--- src/rtl/debounce_pkg.sv ---
// Shared definitions for the switch debouncer: state encoding of the settle FSM.
package debounce_pkg;

  // Committed value is current, or a candidate value is being timed.
  typedef enum logic {
    ST_STABLE   = 1'b0,
    ST_SETTLING = 1'b1
  } state_t;

endpackage

--- src/rtl/bit_synchronizer.sv ---
// Parameterized-width two-flop synchronizer, bit-parallel, async active-high reset.
// Intended for any asynchronous board input (slide switches, push buttons).
module bit_synchronizer #(
  parameter int unsigned WIDTH = 1
) (
  input  logic             clock,
  input  logic             reset,
  input  logic [WIDTH-1:0] d,
  output logic [WIDTH-1:0] q
);

  logic [WIDTH-1:0] sync1;

  // First flop may go metastable; second flop gives it a full cycle to resolve.
  always_ff @(posedge clock or posedge reset) begin
    if (reset) begin
      sync1 <= '0;
      q     <= '0;
    end else begin
      sync1 <= d;
      q     <= sync1;
    end
  end

endmodule

--- src/rtl/switch_debouncer.sv ---
// Slide-switch bus debouncer: synchronizes the raw bus, then publishes a new value only
// after it has held unchanged for STABLE_COUNT cycles. The whole bus commits atomically;
// a bounce on any bit restarts the timer for all bits. A one-cycle pulse marks each commit.
module switch_debouncer
  import debounce_pkg::*;
#(
  parameter int unsigned WIDTH        = 8,
  parameter int unsigned STABLE_COUNT = 1000000
) (
  input  logic             clock,
  input  logic             reset,
  input  logic [WIDTH-1:0] raw,
  output logic [WIDTH-1:0] stable,
  output logic             changed,
  output logic             settling
);

  // Counter only needs to reach STABLE_COUNT-1; keep at least one bit.
  localparam int unsigned CNT_W = (STABLE_COUNT > 1) ? $clog2(STABLE_COUNT) : 1;
  localparam logic [CNT_W-1:0] CNT_LAST = CNT_W'(STABLE_COUNT - 1);

  logic [WIDTH-1:0] sync2;
  logic [WIDTH-1:0] candidate;
  logic [CNT_W-1:0] count;
  state_t           state;

  bit_synchronizer #(
    .WIDTH (WIDTH)
  ) u_sync (
    .clock (clock),
    .reset (reset),
    .d     (raw),
    .q     (sync2)
  );

  // Settle FSM: times a candidate value and commits it once it has held long enough.
  always_ff @(posedge clock or posedge reset) begin
    if (reset) begin
      state     <= ST_STABLE;
      candidate <= '0;
      count     <= '0;
      stable    <= '0;
      changed   <= 1'b0;
    end else begin
      changed <= 1'b0;
      unique case (state)
        ST_STABLE: begin
          if (sync2 != stable) begin
            candidate <= sync2;
            count     <= '0;
            state     <= ST_SETTLING;
          end
        end
        ST_SETTLING: begin
          if (sync2 == stable) begin
            // Input bounced back to the committed value: drop the candidate silently.
            state <= ST_STABLE;
          end else if (sync2 != candidate) begin
            // A different value appeared: restart timing from it.
            candidate <= sync2;
            count     <= '0;
          end else if (count == CNT_LAST) begin
            stable  <= candidate;
            changed <= 1'b1;
            state   <= ST_STABLE;
          end else begin
            count <= count + CNT_W'(1);
          end
        end
        default: state <= ST_STABLE;
      endcase
    end
  end

  // Decoded straight from the state flop, so no path from raw.
  assign settling = (state == ST_SETTLING);

endmodule
--- config.mk ---
export PLATFORM = sky130hd
export DESIGN_NAME = switch_debouncer
export DESIGN_NICKNAME = d
export VERILOG_FILES = /design/src/rtl/debounce_pkg.sv /design/src/rtl/bit_synchronizer.sv /design/src/rtl/switch_debouncer.sv
export SDC_FILE = /design/constraint.sdc
export NUM_CORES = 1
export LEC_CHECK = 0
export ABC_AREA = 1
export CORE_MARGIN = 2
export CORE_UTILIZATION = 31
export CTS_CLUSTER_SIZE = 16
export DETAILED_ROUTE_END_ITERATION = 7
export PLACE_DENSITY = 0.49
export SLEW_MARGIN = 20
export SYNTH_ARGS = -nofsm -noshare
export SYNTH_HDL_FRONTEND = slang
export SYNTH_HIERARCHICAL = 1
export SYNTH_SLANG_ARGS = --single-unit
export TNS_END_PERCENT = 20
--- constraint.sdc ---
create_clock -name clock -period 2.3 [get_ports clock]
set_input_delay 0.46 -clock clock [delete_from_list [all_inputs] [get_ports clock]]
set_output_delay 0.46 -clock clock [all_outputs]
set_load 0.02 [all_outputs]
==> impl_metrics.toml <==
[routing]
via_count = 2069
vias_per_cell = 4.46
wl_mm = 5.58
ant_nets = 0
wl_per_cell_um = 12.0
first_pass_iters = 4
drc_errors = 0
drt_iter0_drc = 48

[sta]
worst_slew_pin_slew_ns = 0.572
maxSlewViolCount = 0
fmax_mhz = 494
final.min_clock_period_ns = 2.03
setup_viol = 0
min_period_over_period = 0.881
rsz0062_at_grt = "no"
max_slew_margin = 0.618
final-hold-violation-count = 0
setup_tns_ns = 0
worst_clock_skew_ns = 0.00793

[clock_tree]
cts_sinks = 54
cts_setup_buffers = 0
clock-root-buffer = "clkbuf_8"
numCtsBuffers = 5
cts_buffer_depth = 2
htreeDepth = 2
clk-insertion-delay-late_ns = 0.31
cts_tree = "built"
path_clk_slew_ns = 0.10
cts_hold_buf = 0
cts-resized-gates = 0

[hold_path]
min_path_type = "register to register"

[worst_setup_path]
cp_max_fo = 15
crit_arrival_ns = 2.21
slowest_stage = "dfrtp_1"
worst_setup_path_end_kind = "register"
startpoint_type = "register"
crit_chain = "ha_1 > nand2_1 > nor2_2 > inv_2 > nor2_4 > nand3_2 > nand2_2 > nand2_4 > nand2_1 > o21ai_0"
slowest_delay_ns = 0.39
crit_top_cell = "nand2_1"
worstPathRequired_ns = 2.48
crit_type = "register to register"

[placement]
portBuffers = 19
gp_congestion = 0.820
place_area_um2 = 3000
dp_hpwl_mm = 4.16

[synth]
syn-num-nets = 343
yosysSeqAreaShare = 0.500
synthArstFlopShare = 1.00
avgSynthCellArea_um2 = 8.14
synth_top_area_frac = 0.500
syn_inst = 332
synth-edff-count = 0
ys.flop_type = "dfrtp_1"
netlist_top_cells_area = "dfrtp_1, nand2_1, inv_1"
synth_area_um2 = 2700
yosys_warnings = 6
yosys_register_bits = 54
ys_types = 33
yosysTopAreaCell = "dfrtp_1"

[power]
p_per_area_nw_per_um2 = 525
ir_drop_mv = 0.286
p_leak_nw = 1.41

[finish]
fin_nets = 367
antenna_cells = 0
area_growth_pct = 14.0
layout_common_cells = "nand2_1, dfrtp_1, inv_1"
final_cell_area_um2 = 3080
drive_gt1_frac = 0.0871
layout_commonest_cell = "nand2_1"

[grt]
grt_use_total = 0.126
grt_max_degree = 39
grt_pass1_vias = 2025
antenna_found_initial = 0
overflow = 0
grt_first_pass_wirelength_mm = 9.74

[die]
std_cell_rows = 34
io_pins = 20
dieArea_um2 = 9480
die_w_um = 97.4
die_h_um = 97.4
initial_core_util = 0.314
core_area_um2 = 8590

[run_status]
outcome = "complete, no violations"

[flow_run]
maxCapViolCount = 0
-- where the power goes --
part,total (mW),switching [mW],internal [mW]
Clock,0.528,0.319,0.209
Combinational,0.0985,0.0588,0.0397
Sequential,0.990,0.0182,0.971
-- layer usage --
metal,wire length [µm],up-vias,track usage
met5,0,-,0
met4,78,0,0.0363
met2,2670,26,0.207
met1,2680,957,0.168
li1,-,1079,-
met3,146,7,0.0288
-- kinds of logic after synthesis --
group | Yosys count | synth area share
flip-flops | 54 | 0.500
XOR/XNOR | 16 | 0.0519
AND/OR/NAND/NOR | 176 | 0.282
buffers and inverters | 46 | 0.0787
adder cells (fa/ha/maj) | 1 | 0.00463
AO/OA/AOI/OAI | 39 | 0.0829
-- layout make-up --
class                      count  area [µm²]
fill                         935        5510
sequential                    54        1350
multi-input combinational    232        1140
timing repair buffer          22         213
inverter                      41         159
tap                          108         135
clock buffer                   5        68.8
clock inverter                 2        15.0
-- flip-flops by register name (all words and copies together) (netlist names) --
register      flops
count            20
candidate         8
stable            8
u_sync/q          8
u_sync/sync1      8
changed           1
settling          1
-- worst paths after layout --
check	startpoint	to	slack, ns	cells past startpoint
worst max register to register	count[0]$_DFFE_PP0P_	count[9]$_DFFE_PP0P_	0.27	10
max in group asynchronous	reset	count[9]$_DFFE_PP0P_	1.36	3
worst min-delay path	u_sync/sync1[7]$_DFF_PP0_	u_sync/q[7]$_DFF_PP0_	0.36	0
worst max-delay path	count[0]$_DFFE_PP0P_	count[9]$_DFFE_PP0P_	0.27	10
min in group asynchronous	reset	u_sync/sync1[2]$_DFF_PP0_	0.52	2
worst min register to register	u_sync/sync1[7]$_DFF_PP0_	u_sync/q[7]$_DFF_PP0_	0.36	0
-- synthesized netlist by cell type (2+ instances only) --
master     n
nand2_1  110
dfrtp_1   54
inv_1     35
nor2_1    27
o21ai_0   20
nand3_1   17
xnor2_1    9
xor2_1     7
a21oi_1    6
o21ai_1    6
inv_2      5
nand4_1    5
nor3_1     4
nor2_2     3
nor2_4     3
nand2_2    2
nand3_2    2
o21ai_2    2
-- worst max-delay path, delay by kind of cell, from the launching register on --
kind / cells / cell delay (ns)
and+or+nand+nor: 7 / 1.12
DFF: 1 / 0.39
adders and majority gates: 1 / 0.20
AOI/OAI and AO/OA: 1 / 0.12
buffers and inverters: 1 / 0.07
-- stage by stage --
step,std cells,util,hold WS (ns),worst slack [ns],total power [mW]
2_1_floorplan,332,-,0.331,0.609,1.07
3_3_place_gp,457,0.349,0.333,0.387,1.11
3_5_place_dp,457,0.349,0.336,0.304,1.11
4_1_cts,464,0.358,0.360,0.259,1.64
5_1_grt,464,0.358,0.367,0.0368,1.71
6_report,464,0.358,0.355,0.274,1.62
Note: power is estimated with default switching activity, not from simulation.
